`src/rtl/sdram_port_arbiter.sv`:
```
// Two-port round-robin arbiter in front of the SDRAM controller Avalon-MM slave.
// A registered grant selects one requester. The request signals of that port
// are muxed straight through to the controller. A small FIFO of port IDs
// records the issuer of every accepted read, so that readdatavalid can be
// routed back to the port that issued the read.
module sdram_port_arbiter #(
  parameter int ADDR_W   = 22,
  parameter int DATA_W   = 16,
  parameter int BE_W     = 2,
  parameter int MAX_PEND = 4
) (
  input  logic              clk_clk,
  input  logic              reset_reset,
  input  logic [ADDR_W-1:0] s0_address,
  input  logic              s0_read,
  input  logic              s0_write,
  input  logic [DATA_W-1:0] s0_writedata,
  input  logic [BE_W-1:0]   s0_byteenable,
  output logic              s0_waitrequest,
  output logic [DATA_W-1:0] s0_readdata,
  output logic              s0_readdatavalid,
  input  logic [ADDR_W-1:0] s1_address,
  input  logic              s1_read,
  input  logic              s1_write,
  input  logic [DATA_W-1:0] s1_writedata,
  input  logic [BE_W-1:0]   s1_byteenable,
  output logic              s1_waitrequest,
  output logic [DATA_W-1:0] s1_readdata,
  output logic              s1_readdatavalid,
  output logic [ADDR_W-1:0] m_address,
  output logic              m_read,
  output logic              m_write,
  output logic [DATA_W-1:0] m_writedata,
  output logic [BE_W-1:0]   m_byteenable,
  input  logic              m_waitrequest,
  input  logic [DATA_W-1:0] m_readdata,
  input  logic              m_readdatavalid,
  output logic              err_orphan_rdv
);

  // state | meaning
  // IDLE  | no grant, nothing driven to the controller
  // G0    | port 0 owns the controller slave
  // G1    | port 1 owns the controller slave
  typedef enum logic [1:0] {IDLE, G0, G1} state_t;

  localparam int PTR_W = (MAX_PEND > 1) ? $clog2(MAX_PEND) : 1;
  localparam int CNT_W = PTR_W + 1;
  localparam logic [CNT_W-1:0] FULL_CNT = CNT_W'(MAX_PEND);

  state_t            state_q, state_d;
  logic              rr_q, rr_d;
  logic [MAX_PEND-1:0] id_mem;
  logic [PTR_W-1:0]  wr_ptr, rd_ptr;
  logic [CNT_W-1:0]  count;

  logic req0, req1, granted, sel, sel_read, sel_write;
  logic full, empty, read_blocked, accept, push, pop;

  assign req0       = s0_read | s0_write;
  assign req1       = s1_read | s1_write;
  assign granted    = (state_q != IDLE) && !reset_reset;
  assign sel        = (state_q == G1);
  assign sel_read   = sel ? s1_read  : s0_read;
  assign sel_write  = sel ? s1_write : s0_write;
  assign full       = (count == FULL_CNT);
  assign empty      = (count == '0);

  // A granted read is held off while the ID FIFO is full; writes pass regardless.
  assign read_blocked = granted && sel_read && full;

  assign m_address    = sel ? s1_address    : s0_address;
  assign m_writedata  = sel ? s1_writedata  : s0_writedata;
  assign m_byteenable = sel ? s1_byteenable : s0_byteenable;
  assign m_read       = granted && sel_read && !full;
  assign m_write      = granted && sel_write;

  assign accept = (m_read || m_write) && !m_waitrequest;
  assign push   = accept && m_read;
  assign pop    = m_readdatavalid && !empty && !reset_reset;

  assign s0_readdata      = m_readdata;
  assign s1_readdata      = m_readdata;
  assign s0_readdatavalid = pop && !id_mem[rd_ptr];
  assign s1_readdatavalid = pop &&  id_mem[rd_ptr];

  // Stall every port except the granted one; the granted port sees the controller.
  always_comb begin
    s0_waitrequest = 1'b1;
    s1_waitrequest = 1'b1;
    if (granted && !sel) s0_waitrequest = m_waitrequest || read_blocked;
    if (granted &&  sel) s1_waitrequest = m_waitrequest || read_blocked;
  end

  // Grant selection and hand-over after each accepted transfer.
  always_comb begin
    state_d = state_q;
    rr_d    = rr_q;
    case (state_q)
      IDLE: begin
        if (req0 && req1)  state_d = rr_q ? G1 : G0;
        else if (req0)     state_d = G0;
        else if (req1)     state_d = G1;
      end
      G0: begin
        if (accept) begin
          rr_d    = 1'b1;
          state_d = req1 ? G1 : IDLE;
        end else if (!req0) begin
          state_d = IDLE;
        end
      end
      G1: begin
        if (accept) begin
          rr_d    = 1'b0;
          state_d = req0 ? G0 : IDLE;
        end else if (!req1) begin
          state_d = IDLE;
        end
      end
      default: state_d = IDLE;
    endcase
  end

  // FSM, round-robin pointer, FIFO pointers/occupancy and sticky orphan flag.
  always_ff @(posedge clk_clk) begin
    if (reset_reset) begin
      state_q        <= IDLE;
      rr_q           <= 1'b0;
      wr_ptr         <= '0;
      rd_ptr         <= '0;
      count          <= '0;
      err_orphan_rdv <= 1'b0;
    end else begin
      state_q <= state_d;
      rr_q    <= rr_d;
      if (push) wr_ptr <= wr_ptr + 1'b1;
      if (pop)  rd_ptr <= rd_ptr + 1'b1;
      case ({push, pop})
        2'b10:   count <= count + 1'b1;
        2'b01:   count <= count - 1'b1;
        default: count <= count;
      endcase
      if (m_readdatavalid && empty) err_orphan_rdv <= 1'b1;
    end
  end

  // Issuer ID storage; contents are only meaningful between push and pop.
  always_ff @(posedge clk_clk) begin
    if (push) id_mem[wr_ptr] <= sel;
  end

endmodule

```
`config.mk`:
```
export PLATFORM = sky130hd
export DESIGN_NAME = sdram_port_arbiter
export DESIGN_NICKNAME = d
export VERILOG_FILES = /design/src/rtl/sdram_port_arbiter.sv
export SDC_FILE = /design/constraint.sdc
export NUM_CORES = 1
export LEC_CHECK = 0
export ABC_AREA = 1
export BUFFER_PORTS_ARGS = -buffer_cell sky130_fd_sc_hd__buf_4
export CAP_MARGIN = 20
export CORE_ASPECT_RATIO = 0.9
export CORE_MARGIN = 2
export CORE_UTILIZATION = 36
export DETAILED_ROUTE_END_ITERATION = 8
export GPL_ROUTABILITY_DRIVEN = 0
export HOLD_SLACK_MARGIN = 0.03
export PLACE_DENSITY = 0.82
export SYNTH_ARGS = -nofsm -noshare
export SYNTH_HDL_FRONTEND = slang
export SYNTH_SLANG_ARGS = --single-unit
```
`constraint.sdc`:
```
create_clock -name clk_clk -period 2.6 [get_ports clk_clk]
set_input_delay 0.13 -clock clk_clk [delete_from_list [all_inputs] [get_ports clk_clk]]
set_output_delay 0.13 -clock clk_clk [all_outputs]
set_load 0.02 [all_outputs]
```
# == Word level (Yosys, flattened, before mapping) ==
# Cells that the tools add are included.
# word_totals
ff_bits,15
inputBits,104
out_inout_bits,79
word_cells,84
# classes
n_addsub,4
order_cmp,3
eq_ne,10
n_mux,27
n_bitwise,2
n_reduce_logical,31
# ops
op,n
two-way mux 22 bit,1
two-way mux 2 bit,10
logical AND 1 bit,16
two-way mux 16 bit,1
two-way mux 1 bit,9
zero test 1 bit,6
"< comparator 2 x 3 -> 1 bit, second input constant",2
case mux 2 bit (3 select lines),1
case mux 3 bit (2 select lines),1
AND reduction 3 bit,2
nonzero test 2 bit,3
"adder 2 x 1 -> 2 bit, second input constant",2
bitwise mux 4 bit,1
"equality test 2 x 1 -> 1 bit, second input constant",2
"equality test 2 bit, second input constant",2
"!= test 4 bit, second input constant",1
"adder 3 x 1 -> 3 bit, second input constant",1
"equality test 3 bit, second input constant",1
zero test 3 bit,1
"!= test 3 x 2 -> 1 bit, second input constant",1
"!= test 3 bit, second input constant",1
"subtractor 3 x 1 -> 3 bit, second input constant",1
binary-select mux 1 bit (select 2 bit),1
demux 1 bit (select 2 bit),1
other kinds (7),9

# == Depth between registers and ports, before layout ==
# depth
ltp_word,9
mapped_depth,14
ltp_nobuf,13

# == Worst setup path after synthesis ==
# Ideal clock, no wire load.
# synth_path
path_type,reg-to-reg
start,register state_q[0]
end,register count[2]
setup_time_ns,0.122
arrival_time_ns,2.043
required_ns,2.478
slack_ns,0.435
stages_incl_launch_ff,14
n_path_buf,1
period_less_slack_ns,2.165
cell_sequence,dfxtp_1 > inv_1 > ha_1 > buf_6 > nand2_1 > nand2_4 > nand4_4 > ha_1 > inv_1 > fa_1 > a21oi_1 > o21ai_0 > o21ai_0 > a21oi_1
# synth_between
elab_chain_cells,9
# synth_lines
item,line,source
from (decl),51,"state_t state_q, state_d;"
from (signal assigned),135,state_q <= state_d;
equality test 2 bit *,63,assign sel = (state_q == G1);
named net sel,57,"logic req0, req1, granted, sel, sel_read, sel_write;"
two-way mux 1 bit,64,assign sel_read = sel ? s1_read : s0_read;
logical AND 1 bit (2 in a row),75,assign m_read = granted && sel_read && !full;
logical OR 1 bit,78,assign accept = (m_read || m_write) && !m_waitrequest;
logical AND 1 bit,78,
logical AND 1 bit *,79,assign push = accept && m_read;
equality test 2 x 1 -> 1 bit / equality test 2 bit (equally long branches),139,"case ({push, pop})"
case mux 3 bit (2 select lines) / nonzero test 2 bit (equally long branches),n/a,
to (signal assigned),140,2'b10: count <= count + 1'b1;
to (signal assigned),141,2'b01: count <= count - 1'b1;
to (signal assigned),142,default: count <= count;
to (decl),55,logic [CNT_W-1:0] count;
# Mark *: on every way through the listed nets, which the timed path passes. The rest lies on a longest branch.
# A chain may end at the register's enable or synchronous reset.

# == Worst setup path after layout ==
# Ends and elaborated chain as after synthesis.

==> summary.md <==
| Metric | Value |
|---|---|
| Antenna-violating nets left | 0 |
| Synth area leaders | nand2_1 (30%), buf_4 (14%), dfxtp_1 (13%) |
| Die width | 77.7 um |
| Via count | 2050 |
| Maximum level of the CTS H-tree | 1 |
| Core footprint | 4770 um^2 |
| Initial Utilization | 0.369 |
| WP buf/inv | 3 |
| Yosys warning count | 0 |
| DR WL/cell | 12.0 um |
| Max Root-Sink Buffers | 2 |
| Drt drc | 0 |
| Area Overhead vs Synth | 49.0% |
| Worst slew pin tran | 0.420 ns |
| Unrepaired setup endpoints after global routing | no |
| Delay of the slowest critical-path stage | 0.37 ns |
| Final TNS setup | 0 ns |
| Grt total ovfl | 0 |
| Hpwl dp | 4560 um |
| Reg clk slew, reported paths | 0.06 ns |
| Syn Inst Count | 293 |
| CTS Root Cell | clkbuf_8 |
| Status | finished, final reports clean |
| Final Setup Violations | 0 |
| Synth Net Count | 407 |
| First-pass GRT wire length | 9030 um |
| VDD IR-drop max | 0.431 mV |
| Most common cell in the netlist | nand2_1 |
| Register area share after synthesis | 0.193 |
| Clock latency on the worst-skew pair | 0.25 ns |
| Die Ht | 70.4 um |
| Vias in the first global route | 2033 |
| Hold buffers post-CTS | 0 |
| Yosys reg bits | 15 |
| Largest net degree at the start of global routing | 46 |
| Clk sinks | 15 |
| FP Rows | 24 |
| CP max FO | 13 |
| Slowest-stage cell, CP | ha_2 |
| Max Fclk | 426 MHz |
| Filler cell count | 467 |
| CTS tree | yes |
| Commonest cells post-synth | nand2_1 (141), buf_4 (32), inv_1 (23) |
| CTS resizes | 0 |
| Yosys top cell area share | 0.300 |
| Vias/cell | 4.50 |
| Worst min path class | primary input to register |
| Initial antenna violation count | 0 |
| CP Cell Sequence | inv_1, ha_2, inv_6, nand2_2, nand2_4, nand4_4, ha_1, inv_1, fa_1, a21oi_1, o21ai_0, o21ai_0, a21oi_1 |
| Share of cells above drive strength 1 | 0.394 |
| Mapped cell area | 1760 um^2 |
| Max Cap Viol | 0 |
| Core Util, Final | 0.550 |
| Setup repair bufs after CTS | 0 |
| Initial DRC count | 73 |
| Post-Syn Area per Cell | 6.01 um^2 |
| Worst slew margin | 0.720 |
| Final Hold Fails | 0 |
| Final nets | 506 |
| Number of flops mapped to enable cells by yosys | 4 |
| CP Launch Type | register |
| Delay-heaviest family, CP | adder cells |
| PwrDens | 807 nW/um^2 |
| Post-Route WL | 5460 um |
| Cell accounting for the most synthesized area | nand2_1 |
| LEAKAGE | 1.47 nW |
| Endpoint class of the critical path | register |
| Tcrit/Tclk final | 0.903 |
| Period minus WS final | 2.35 ns |
| Post-synth top flop | dfxtp_1 |
| Antenna cells | 0 |
| Pre-Repair DR Iteration Count | 4 |
| Count of cell types in the netlist | 27 |
| Tot GR Track Use | 0.203 |
| CP Data Arrival Time | 2.48 ns |
| Fin cells | 456 |
| Final Max Slew Viols | 0 |
| Die area | 5470 um^2 |
| DP Cell Count | 452 |
| TritonCTS buffer count | 3 |
| Crit Path Category | register to register |
| Worst Path Required | 2.73 ns |
| Worst Skew | 0.00210 ns |
| Top Ports | 183 |
| Post-synth ARST share | 0 |
| I/O Buffers | 134 |
## per-stage QoR
stage / setup WS (ns) / power [W] / cell area, um^2 / hold WS (ns)
global placement: 0.405 / 0.00192 / 2580 / 0.260
floorplan: 0.435 / 0.00140 / 1760 / 0.199
CTS: 0.258 / 0.00214 / 2630 / 0.0756
global route: 0.0529 / 0.00231 / 2630 / 0.0841
detailed placement: 0.287 / 0.00194 / 2580 / 0.260
finish: 0.253 / 0.00212 / 2630 / 0.0829
## sequential cells by signal (all words and copies together) (netlist names)
name	flops
id_mem	4
count	3
rd_ptr	2
state_q	2
wr_ptr	2
err_orphan_rdv	1
rr_q	1
## routing by layer
| layer | share of wire | global-route usage | vias up |
|---|---|---|---|
| met2 | 0.54 | 0.386 | 88 |
| met1 | 0.38 | 0.215 | 888 |
| met5 | 0 | 0 | - |
| met3 | 0.079 | 0.0711 | 9 |
| met4 | 0.0071 | 0.0377 | 0 |
| li1 | - | - | 1065 |
## final cells by class
type                    instances  area [um^2]  share of cell area
multi-input cells             211         1040               0.396
repair buffers                136         1020               0.389
flip-flops and latches         15          340               0.130
inverters                      25         98.8              0.0377
well taps                      65         81.3              0.0310
clock buffers                   4         45.0              0.0172
## cell families (layout without fill, tap and decap cells)
kind of cell               Yosys count  after routing  share of synthesized area
AOI/OAI and AO/OA                   22             22                     0.0668
adders and majority gates           10             10                     0.0753
buffers and inverters               67            165                      0.219
DFF                                 15             15                      0.193
and+or+nand+nor                    179            179                      0.446
## placed cells by master, fill, tap and decap left out, types with 3 or more instances in the layout
cell type	count
o21ai_0	5
clkbuf_8	3
dfxtp_1	11
o21ai_1	4
a21oi_1	11
ha_1	8
inv_1	23
nand2_4	4
edfxtp_1	4
buf_4	136
nor2_1	16
nand3_1	9
nand2_1	141
## power breakdown
| group | internal, W | total [W] | switching (W) | leakage (nW) |
|---|---|---|---|---|
| logic | 0.000643 | 0.00162 | 0.000975 | 1.32 |
| clock network | 0.000109 | 0.000189 | 0.0000802 | 0.0228 |
| registers | 0.000285 | 0.000313 | 0.0000275 | 0.127 |
| total | 0.00104 | 0.00212 | 0.00108 | 1.47 |
## worst paths after layout
check             depth (start not counted)                     endpoint                         from  slack, ns
setup / recovery                         13        count[2]$_SDFFE_PP0P_      state_q[0]$_SDFFE_PP0P_       0.25
hold / removal                            2            rr_q$_SDFFE_PP0P_                  reset_reset       0.08
setup reg to reg                         13        count[2]$_SDFFE_PP0P_      state_q[0]$_SDFFE_PP0P_       0.25
hold reg to reg                           2  err_orphan_rdv$_SDFFE_PP0P_  err_orphan_rdv$_SDFFE_PP0P_       0.46
(Power assumes the default switching activity.)
